--- src/rtl/morse_pkg.sv ---
// Shared encodings and unit-count constants for the Morse beep sequencer.
package morse_pkg;

  localparam logic [1:0] SYM_DOT    = 2'b00;
  localparam logic [1:0] SYM_DASH   = 2'b01;
  localparam logic [1:0] SYM_LETTER = 2'b10;
  localparam logic [1:0] SYM_WORD   = 2'b11;

  typedef enum logic [1:0] {
    IDLE  = 2'd0,
    MARK  = 2'd1,
    SPACE = 2'd2
  } state_t;

  localparam logic [31:0] UNITS_DOT    = 32'd1;
  localparam logic [31:0] UNITS_DASH   = 32'd3;
  localparam logic [31:0] UNITS_SPACE  = 32'd1;
  localparam logic [31:0] UNITS_LETTER = 32'd2;
  localparam logic [31:0] UNITS_WORD   = 32'd6;

  // Length of the first interval entered after accepting a symbol.
  function automatic logic [31:0] units_for(input logic [1:0] code);
    case (code)
      SYM_DOT:    return UNITS_DOT;
      SYM_DASH:   return UNITS_DASH;
      SYM_LETTER: return UNITS_LETTER;
      default:    return UNITS_WORD;
    endcase
  endfunction

endpackage

--- src/rtl/tone_divider.sv ---
// Half-period counter: one-cycle tick every `half` enabled cycles, cleared whenever disabled.
module tone_divider (
  input  logic        clk,
  input  logic        rst,
  input  logic        enable,
  input  logic [31:0] half,
  output logic        tick
);

  logic [31:0] cnt;
  logic        wrap;

  assign wrap = (cnt == half - 32'd1);
  assign tick = enable && wrap;

  always_ff @(posedge clk) begin
    if (rst || !enable) cnt <= '0;
    else if (wrap)      cnt <= '0;
    else                cnt <= cnt + 32'd1;
  end

endmodule

--- src/rtl/morse_beep_sequencer.sv ---
// Morse symbol sequencer: accepts dot/dash/gap symbols, times mark and space intervals,
// and emits tone toggle ticks. Define DASH_TONE_EN to give dashes their own tone pitch.
module morse_beep_sequencer
  import morse_pkg::*;
#(
  parameter int UNIT_CYCLES    = 12500000,
  parameter int TONE_HALF      = 50000,
  parameter int TONE_HALF_DASH = 100000
) (
  input  logic       clk,
  input  logic       rst,
  input  logic       sym_valid,
  input  logic [1:0] sym_code,
  output logic       sym_ready,
  output logic       tone_tick,
  output logic       tone_on,
  output logic       busy
);

  localparam logic [31:0] UNIT_M1 = 32'(UNIT_CYCLES - 1);

  state_t      state, state_n;
  logic [31:0] cyc_cnt, unit_cnt, units, units_n;
  logic [31:0] half;
  logic        xfer, last, dash_sel;

  assign sym_ready = (state == IDLE) && !rst;
  assign busy      = (state != IDLE) && !rst;
  assign xfer      = sym_valid && sym_ready;
  assign last      = (cyc_cnt == UNIT_M1) && (unit_cnt == units - 32'd1);

  always_comb begin
    state_n = state;
    units_n = units;
    case (state)
      IDLE: if (xfer) begin
        units_n = units_for(sym_code);
        state_n = sym_code[1] ? SPACE : MARK;
      end
      MARK: if (last) begin
        state_n = SPACE;
        units_n = UNITS_SPACE;
      end
      SPACE: if (last) state_n = IDLE;
      default: state_n = IDLE;
    endcase
  end

  // Counters restart on every state change, so each interval starts from zero.
  always_ff @(posedge clk) begin
    if (rst) begin
      state    <= IDLE;
      units    <= '0;
      cyc_cnt  <= '0;
      unit_cnt <= '0;
      tone_on  <= 1'b0;
    end else begin
      state   <= state_n;
      units   <= units_n;
      tone_on <= (state_n == MARK);
      if (state_n != state) begin
        cyc_cnt  <= '0;
        unit_cnt <= '0;
      end else if (state != IDLE) begin
        if (cyc_cnt == UNIT_M1) begin
          cyc_cnt  <= '0;
          unit_cnt <= unit_cnt + 32'd1;
        end else begin
          cyc_cnt <= cyc_cnt + 32'd1;
        end
      end
    end
  end

`ifdef DASH_TONE_EN
  logic is_dash;
  always_ff @(posedge clk) begin
    if (rst)       is_dash <= 1'b0;
    else if (xfer) is_dash <= (sym_code == SYM_DASH);
  end
  assign dash_sel = is_dash;
`else
  assign dash_sel = 1'b0;
`endif

  assign half = dash_sel ? 32'(TONE_HALF_DASH) : 32'(TONE_HALF);

  tone_divider u_div (
    .clk    (clk),
    .rst    (rst),
    .enable ((state == MARK) && !rst),
    .half   (half),
    .tick   (tone_tick)
  );

endmodule

--- config.mk ---
export PLATFORM = sky130hd
export DESIGN_NAME = morse_beep_sequencer
export DESIGN_NICKNAME = d
export VERILOG_FILES = /design/src/rtl/morse_pkg.sv /design/src/rtl/tone_divider.sv /design/src/rtl/morse_beep_sequencer.sv
export SDC_FILE = /design/constraint.sdc
export NUM_CORES = 1
export LEC_CHECK = 0
export CAP_MARGIN = 0
export CORE_AREA = 2 2 111 113
export DETAILED_ROUTE_END_ITERATION = 12
export DIE_AREA = 0 0 113 115
export PLACE_DENSITY_LB_ADDON = 0.15
export RECOVER_POWER = 25
export SETUP_SLACK_MARGIN = 0.15
export SLEW_MARGIN = 40
export SYNTH_ARGS = -nofsm -noshare
export SYNTH_HDL_FRONTEND = slang
export SYNTH_HIERARCHICAL = 1
export SYNTH_SLANG_ARGS = --single-unit
--- constraint.sdc ---
create_clock -name clk -period 3.5 [get_ports clk]
set_input_delay 1.05 -clock clk [delete_from_list [all_inputs] [get_ports clk]]
set_output_delay 1.05 -clock clk [all_outputs]
set_load 0.02 [all_outputs]
==> impl_metrics.json, run 1 <==
{
  "yosys.area.top_type_share_pct": 32.2,
  "hp-start": "cyc_cnt[1]",
  "synthDistinctLibCells": 61,
  "rsz0062_at_grt": "yes",
  "synthAdderAreaFrac_pct": 1.19,
  "placed_cells": 1073,
  "die_height_um": 115,
  "maxSlewHeadroom_pct": 47.7,
  "h-tree-depth": 3,
  "synth.avg_cell_area_um2": 8.25,
  "end_kind": "output port",
  "dpl.hpwl_mm": 10.4,
  "power.internal_mw": 2.03,
  "route.vias.total": 5705,
  "synth-edff-count": 0,
  "synthArstFlopShare_pct": 0,
  "synth_top_family_by_area": "simple AND/OR/NAND/NOR gates",
  "synth_xor_area_share_pct": 17.4,
  "synth_area_leaders": "dfxtp_1 (32%), xor2_1 (9.8%), xnor2_1 (7.6%), nor2_1 (5.6%), nand4_1 (4.2%)",
  "drtIter0Drc": 310,
  "path_class": "register to output port",
  "drv_cap": 0,
  "numCtsBuffers": 9,
  "muxShareOfSynthArea_pct": 1.13,
  "vias_per_cell": 5.23,
  "clockPowerShare_pct": 47.1,
  "hold_buffers": 0,
  "routedWlPerCell_um": 12.9,
  "drc": 0,
  "clkTransAtPathRegs_ns": 0.07,
  "status": "finished, final reports clean",
  "synth-simple-area-share_pct": 37.8,
  "cp-startpoint": "u_div/cnt[4]",
  "instances_no_fill": 1090,
  "cts_buffer_depth": 2,
  "synth_seq_cells": 102,
  "fp-row-count": 40,
  "holdWs_ns": 0.494,
  "syn-cell-area_um2": 6330,
  "track_usage_pct": 22.4,
  "finish.utilization_pct": 63.5,
  "crit_required_ns": 2.45,
  "worstPathArrival_ns": 2.30,
  "syn_to_final_growth_pct": 18.4,
  "core_area_um2": 11800,
  "combPwrFrac_pct": 7.5,
  "grt_pass1_vias": 5468,
  "start_kind": "register",
  "endpoint": "tone_tick",
  "p_sw_mw": 0.560,
  "firstDrtPassIters": 6,
  "reg2reg_from": "cyc_cnt[15]",
  "skew_ns": 0.00751,
  "synth-main-ff-cell": "dfxtp_1",
  "yosysTopAreaCell": "dfxtp_1",
  "rr_endpoint": "cyc_cnt[5]",
  "nNetsFinal": 949,
  "hp-class": "register to register",
  "diodes": 0,
  "cts_tree": "built",
  "fin_tns_setup_ns": 0,
  "max_freq_mhz": 299,
  "setup_viol": 0,
  "p_leak_nw": 2.75,
  "worst_pin_slew_ns": 0.785,
  "synth_compound_area_share_pct": 6.34,
  "grt_max_degree": 33,
  "swShare_pct": 21.6,
  "finalMaxSlewViolations": 0,
  "ioPinCount": 9,
  "fin_crit_sh_pct": 95.7,
  "grt_overflow": 0,
  "cts_sinks": 102,
  "antenna_left": 0,
  "path_max_fanout": 2,
  "yosysSeqAreaShare_pct": 32.2,
  "portBuffers": 8,
  "die_w_um": 113,
  "power_density_nw_per_um2": 345,
  "place_congestion": 0.834,
  "fin_crit_ns": 3.35,
  "grt_antenna_before_repair": 0,
  "r2r_slack_ns": 0.76,
  "die_area_um2": 13000,
  "clkLatencyLatePin_ns": 0.35,
  "grt_first_pass_wirelength_mm": 24.2,
  "power_frac_seq_pct": 45.4,
  "cts_root_buf": "clkbuf_16",
  "syn_inst": 768,
  "peakVddDrop_mv": 0.253,
  "reg2reg_depth": 7,
  "drive_gt1_share_pct": 7.53,
  "yosysWarnings": 6,
  "start_util_pct": 53.6,
  "finalHoldViolations": 0,
  "wirelength_mm": 14.0
}
-- placed cells by master, fill, tap and decap left out, types with 4 or more instances in the layout --
cell type / instances
o21ai_0: 9
nand2b_1: 7
or3_1: 15
and4_1: 6
dfxtp_1: 101
nand2_1: 61
nor2b_1: 4
conb_1: 154
nor3_2: 8
nor2_1: 95
nor3_1: 54
nor4_1: 20
a31oi_1: 4
clkbuf_16: 9
nand4_1: 43
nor4b_1: 6
nand3_1: 46
a21oi_1: 15
or4_1: 9
bufinv_16: 4
and2_1: 6
ha_1: 6
and3_1: 19
inv_1: 14
buf_4: 26
xor2_1: 71
clkdlybuf4s50_1: 4
mux2i_1: 6
xnor2_1: 54
nor4_2: 6
-- cell type report --
| cell class | count | area [um^2] |
|---|---|---|
| clock inverter | 6 | 133 |
| inverter | 14 | 52.6 |
| fill | 1060 | 4310 |
| multi-input combinational | 776 | 4570 |
| tap | 147 | 184 |
| timing repair buffer | 35 | 280 |
| sequential | 102 | 2040 |
| clock buffer | 10 | 239 |
-- cell families (layout without fill, tap and decap cells) --
kind of cell	after synthesis	in the layout
DFF	102	102
other	2	154
xor gates and xnor gates	126	126
and+or+nand+nor	425	425
buffers and inverters	42	65
muxes	7	7
AOI/OAI and AO/OA	58	58
adders and majority gates	6	6
-- worst max-delay path, stage by stage, from the launching register on --
cell	delay, ns
dfxtp_2	0.34
xnor2_2	0.14
nor4_2	0.24
a21oi_1	0.06
or4_1	0.52
nor4_1	0.16
and4_1	0.23
and2_4	0.15
buf_6	0.11
-- metrics by stage --
stage	power (mW)	setup slack, ns	cell area, um^2
after floorplan	1.36	0.410	6910
after global placement	1.39	-0.137	7190
after detailed placement	1.39	-0.158	7190
after CTS	2.61	0.0145	7550
after global routing	2.68	0.00413	7500
final	2.59	0.152	7500
-- routing by layer --
| metal | share of wire (%) | global-route usage (%) |
|---|---|---|
| met1 | 45 | 28.1 |
| met2 | 50 | 39.6 |
| met3 | 3.3 | 3.16 |
| met4 | 1.7 | 8.05 |
| met5 | 0 | 0 |
-- registers in the layout, summed over array words and instances (netlist names) --
register,count
state,2
tone_on,1
units,3
unit_cnt,32
u_div/cnt,32
cyc_cnt,32
-- synth_stat cells, types with 10 or more instances --
cell type  count
or3_1         15
nand4_1       43
nor3_1        37
nand3_1       46
and3_1        19
dfxtp_1      102
nor3_2        25
xnor2_1       55
buf_6         10
nor2_1        95
nand2_1       61
clkbuf_1      13
nor4_1        23
a21oi_1       15
inv_1         14
xor2_1        71
-- how the worst min path moves through the flow --
stage,to,slack (ns),cells past startpoint
after detailed placement,cyc_cnt[1],0.48,2
after global routing,cyc_cnt[0],0.55,2
after CTS,cyc_cnt[1],0.49,2
after floorplan,cyc_cnt[1],0.46,2
after global placement,cyc_cnt[1],0.48,2
final,cyc_cnt[1],0.49,2
-- timing repair --
action	CTS	global route
pin swaps	0	5
setup endpoints to repair	3	2
gates resized for setup	6	7
setup buffers	0	1
-- power groups by stage --
stage | Clock, mW | Combinational (mW) | Sequential, mW
after global placement | 0 | 0.184 | 1.20
after CTS | 1.24 | 0.186 | 1.18
after detailed placement | 0 | 0.188 | 1.20
after global routing | 1.28 | 0.220 | 1.18
after floorplan | 0 | 0.158 | 1.20
final | 1.22 | 0.193 | 1.18
No activity file was read; power rests on OpenSTA's default activity.
==> run 2, diff against run 1 <==
SETUP_SLACK_MARGIN = 0.5   (was 0.15)
==> impl_metrics.json, run 2 (synthesis results as in run 1) <==
{
  "status": "finished, final reports clean",
  "route.vias.total": 5708,
  "diodes": 0,
  "max_freq_mhz": 300,
  "final_cell_mix": "conb_1 (154), dfxtp_1 (100), nor2_1 (94)",
  "end_kind": "output port",
  "numCtsBuffers": 9,
  "drc": 0,
  "largestRegisters": "cyc_cnt: 32 flops, u_div/cnt: 32 flops, unit_cnt: 32 flops",
  "reg2reg_from": "u_div/cnt[3]",
  "reg2reg_depth": 10,
  "regArea_um2": 2040,
  "portBuffers": 8,
  "grt_first_pass_wirelength_mm": 24.1,
  "die_height_um": 115,
  "vias_per_cell": 5.25,
  "hold_buffers": 0,
  "ioPinCount": 9,
  "fin_tns_setup_ns": 0,
  "dpl.hpwl_mm": 10.2,
  "die_w_um": 113,
  "wirelength_mm": 14.0,
  "multiInputGateArea_um2": 4570,
  "core_area_um2": 11800,
  "power.internal_mw": 1.91,
  "cts_tree": "built",
  "maxSlewHeadroom_pct": 50.5,
  "clkLatencyLatePin_ns": 0.35,
  "final_common_cell": "conb_1",
  "p_leak_nw": 2.73,
  "worst_pin_slew_ns": 0.736,
  "h-tree-depth": 3,
  "skew_ns": 0.00738,
  "clockPowerShare_pct": 44.7,
  "nNetsFinal": 947,
  "drive_gt1_share_pct": 7.55,
  "hp-start": "cyc_cnt[1]",
  "path_class": "register to output port",
  "start_kind": "register",
  "cp_slowest_cell": "or4_1",
  "grt_max_degree": 35,
  "r2r_slack_ns": 0.71,
  "crit_required_ns": 2.45,
  "syn_to_final_growth_pct": 17.6,
  "finish.utilization_pct": 63.1,
  "firstDrtPassIters": 5,
  "path_max_fanout": 2,
  "grt_overflow": 0,
  "swShare_pct": 23.1,
  "drtIter0Drc": 310,
  "clkTransAtPathRegs_ns": 0.07,
  "critical-path-max-stage-delay_ns": 0.50,
  "hp-class": "register to register",
  "peakVddDrop_mv": 0.256,
  "place_congestion": 0.872,
  "grt_antenna_before_repair": 0,
  "routedWlPerCell_um": 12.9,
  "cts_root_buf": "clkbuf_16",
  "cts_buffer_depth": 2,
  "antenna_left": 0,
  "start_util_pct": 53.6,
  "grt_pass1_vias": 5404,
  "rsz0062_at_grt": "yes",
  "finalHoldViolations": 0,
  "track_usage_pct": 22.5,
  "rr_endpoint": "u_div/cnt[15]",
  "cts_sinks": 102,
  "worst_hold_path.endpoint": "cyc_cnt[1]",
  "holdPathStages": 2,
  "worstPathArrival_ns": 2.28,
  "p_sw_mw": 0.573,
  "crit_chain": "xor2_2 -> xnor2_1 -> nand4_1 -> or4_1 -> nor4_1 -> and4_1 -> and2_4 -> buf_6",
  "power_frac_seq_pct": 47.4,
  "finalMaxSlewViolations": 0,
  "drv_cap": 0,
  "setup_viol": 0,
  "fin_crit_sh_pct": 95.2,
  "power_density_nw_per_um2": 333,
  "combPwrFrac_pct": 7.9,
  "fillCellCount": 1083,
  "fin_crit_ns": 3.33,
  "die_area_um2": 13000,
  "fp-row-count": 40
}
[run 2: cell types whose count changed in the layout (fill, tap and decap cells not counted), sizes merged]
cell,change
clkinv,+1
clkbuf,+4
clkdlybuf4s50,-1
bufinv,-2
buf,-3
clkdlybuf4s15,-1
[run 2: final cells by class]
class                           instances  share of cell area, %
Multi-Input combinational cell        776                   61.4
Sequential cell                       102                   27.4
Timing Repair Buffer                   33                   3.51
Clock buffer                           11                   3.39
Tap cell                              147                   2.47
Clock inverter                          5                   1.09
Inverter                               14                  0.706
[run 2: worst max-delay path: cells and delay by family (launching register included)]
| kind | cells | cell delay, ns |
|---|---|---|
| buffers and inverters | 1 | 0.11 |
| xor gates and xnor gates | 2 | 0.30 |
| and+or+nand+nor | 5 | 1.17 |
| DFF | 1 | 0.36 |
[run 2: what timing repair did]
item | 4_1_cts | 5_1_grt
setup buffers | 1 | 1
endpoints found under the hold margin | 0 | 0
pin swaps | 9 | 2
gates resized for setup | 20 | 1
endpoints found under the setup margin | 3 | 2
[run 2: routing by layer]
layer	wire length, um	global-route usage [%]	up-vias
met1	6300	27.1	2663
met3	431	2.95	16
met5	0	0	-
li1	-	-	2926
met4	207	8.78	0
met2	7080	40.7	103
[run 2: power by group through the flow]
stage                     clock (mW)  sequential, mW  combinational (mW)
after global placement             0            1.20               0.185
after floorplan                    0            1.20               0.158
after global routing            1.17            1.18               0.224
after detailed placement           0            1.20               0.189
final                           1.11            1.18               0.195
after CTS                       1.13            1.18               0.190
[run 2: worst max-delay path by stage]
stage                  start   endpoint  slack [ns]  cells past startpoint
5_1_grt         u_div/cnt[5]  tone_tick        0.02                      8
3_5_place_dp             rst  tone_tick        -0.1                      5
4_1_cts         u_div/cnt[3]  tone_tick        0.04                      8
2_1_floorplan  u_div/cnt[21]  tone_tick        0.58                      9
6_report        u_div/cnt[3]  tone_tick        0.17                      8
3_3_place_gp             rst  tone_tick        -0.1                      5
[run 2: through the flow]
stage          power, mW  setup WS (ns)  cell area, um^2  hold slack [ns]  instances
2_1_floorplan       1.36          0.582             6910            0.460        920
4_1_cts             2.50         0.0439             7540            0.507       1087
6_report            2.48          0.167             7450            0.508       1088
5_1_grt             2.57         0.0184             7450            0.540       1088
3_5_place_dp        1.39        -0.0956             7180            0.498       1070
3_3_place_gp        1.39        -0.0971             7170            0.479       1070
==> run 3, diff against run 2 <==
CTS_BUF_LIST = sky130_fd_sc_hd__clkbuf_8 sky130_fd_sc_hd__clkbuf_16   (was unset)
clock period = 3 ns   (was 3.5 ns; I/O delays follow)
==> impl_metrics.json, run 3 (synthesis results as in run 1) <==
{
  "wirelength_mm": 14.8,
  "rsz0062_at_grt": "yes",
  "antenna_left": 0,
  "firstDrtPassIters": 4,
  "placed_cells": 1090,
  "grt_max_degree": 33,
  "end_kind": "output port",
  "skew_ns": 0.00853,
  "final_area_um2": 7870,
  "diodes": 0,
  "hp-class": "register to register",
  "die_height_um": 115,
  "fp-row-count": 40,
  "fillCellCount": 1025,
  "vias_per_cell": 5.23,
  "max_freq_mhz": 316,
  "grt_first_pass_wirelength_mm": 25.4,
  "clkTransAtPathRegs_ns": 0.07,
  "violations": "setup timing",
  "p_leak_nw": 2.90,
  "portBuffers": 8,
  "setup_viol": 1,
  "grt_overflow": 0,
  "globalRouteMet3Util_pct": 3.11,
  "path_class": "register to output port",
  "crit_required_ns": 2.10,
  "maxSlewHeadroom_pct": 39.0,
  "status": "finished with violations",
  "nNetsFinal": 976,
  "fin_crit_sh_pct": 105,
  "worstPathArrival_ns": 2.26,
  "grt_pass1_vias": 5674,
  "cts_root_buf": "clkbuf_16",
  "worst_pin_slew_ns": 0.915,
  "fin_crit_ns": 3.16,
  "h-tree-depth": 3,
  "cts_buffer_depth": 2,
  "start_kind": "register",
  "drtIter0Drc": 264,
  "finalHoldViolations": 0,
  "drv_cap": 0,
  "final_common_cell": "conb_1",
  "place_congestion": 0.854,
  "core_area_um2": 11800,
  "met2_usage_pct": 42.2,
  "cts_tree": "built",
  "start_util_pct": 53.6,
  "routedWlPerCell_um": 13.3,
  "die_area_um2": 13000,
  "ioPinCount": 9,
  "drc": 0,
  "post_dp_cell_area_um2": 7360,
  "grt_antenna_before_repair": 0,
  "route.vias.total": 5837,
  "final_cell_mix": "conb_1 (154), nor2_1 (93), dfxtp_1 (87)",
  "instances_no_fill": 1117,
  "grt.busiest_layer": "met2",
  "use_met1_pct": 28.8,
  "clkLatencyLatePin_ns": 0.35,
  "layout_setup_ws_ns": -0.163,
  "path_max_fanout": 2,
  "cts_sinks": 102,
  "drive_gt1_share_pct": 14.7,
  "finalMaxSlewViolations": 0,
  "numCtsBuffers": 9,
  "track_usage_pct": 23.6,
  "power_density_nw_per_um2": 349,
  "dpl.hpwl_mm": 10.6,
  "largestRegisters": "cyc_cnt: 32 flops, u_div/cnt: 32 flops, unit_cnt: 32 flops",
  "peakVddDrop_mv": 0.296,
  "die_w_um": 113,
  "syn_to_final_growth_pct": 24.2
}
==> run 3: repair_timing <==
item	4_1_cts	5_1_grt
endpoints found under the hold margin	0	0
hold buffers	0	0
setup endpoints to repair	67	99
buffers inserted	8	2
pin swaps	9	14
resized for setup	37	36
cloned	1	0
==> run 3: routing by layer <==
metal	vias up	routed length [um]
li1	2989	-
met1	2727	6590
met4	0	376
met3	24	423
met5	-	0
met2	97	7410
==> run 3: layout make-up <==
cell class                 instances  area (um^2)  area share (%)
tap                              147          184            2.34
inverter                          14         52.6           0.668
clock inverter                     7         55.1           0.700
sequential                       102         2060            26.2
clock buffer                       9          225            2.86
timing repair buffer              62          538            6.84
multi-input combinational        776         4750            60.4
==> run 3: path summary, 6_finish.rpt <==
path                 start            to  slack, ns  cells after the start
min reg2reg       units[1]      units[1]       0.50                      2
max reg2reg       units[0]  unit_cnt[27]       0.14                     10
max          u_div/cnt[21]     tone_tick      -0.16                      9
min               units[1]      units[1]       0.50                      2
==> run 3: through the flow <==
stage / util [%] / hold WS (ns) / TNS, ns / power [mW] / setup WS (ns)
2_1_floorplan: - / 0.449 / 0 / 1.58 / 0.369
3_3_place_gp: 62.3 / 0.479 / -0.759 / 1.63 / -0.345
3_5_place_dp: 62.3 / 0.497 / -0.818 / 1.63 / -0.387
4_1_cts: 66.1 / 0.506 / -0.264 / 2.77 / -0.264
5_1_grt: 66.6 / 0.528 / -2.58 / 2.86 / -0.322
6_report: 66.6 / 0.504 / -0.163 / 2.75 / -0.163
==> run 3: where the power goes <==
part           switching [mW]  internal (mW)  total, mW
clock network           0.543          0.572       1.11
logic                   0.154          0.107      0.261
registers              0.0111           1.36       1.37
==> run 3: worst max-delay path: stages, from the launching register on <==
cell and delay, ns:
dfxtp_2 0.34, xor2_2 0.14, nor2_1 0.11, o21a_1 0.12, a21oi_1 0.04, or4_4 0.54
nor4_2 0.12, and4_1 0.23, and2_4 0.15, buf_6 0.11
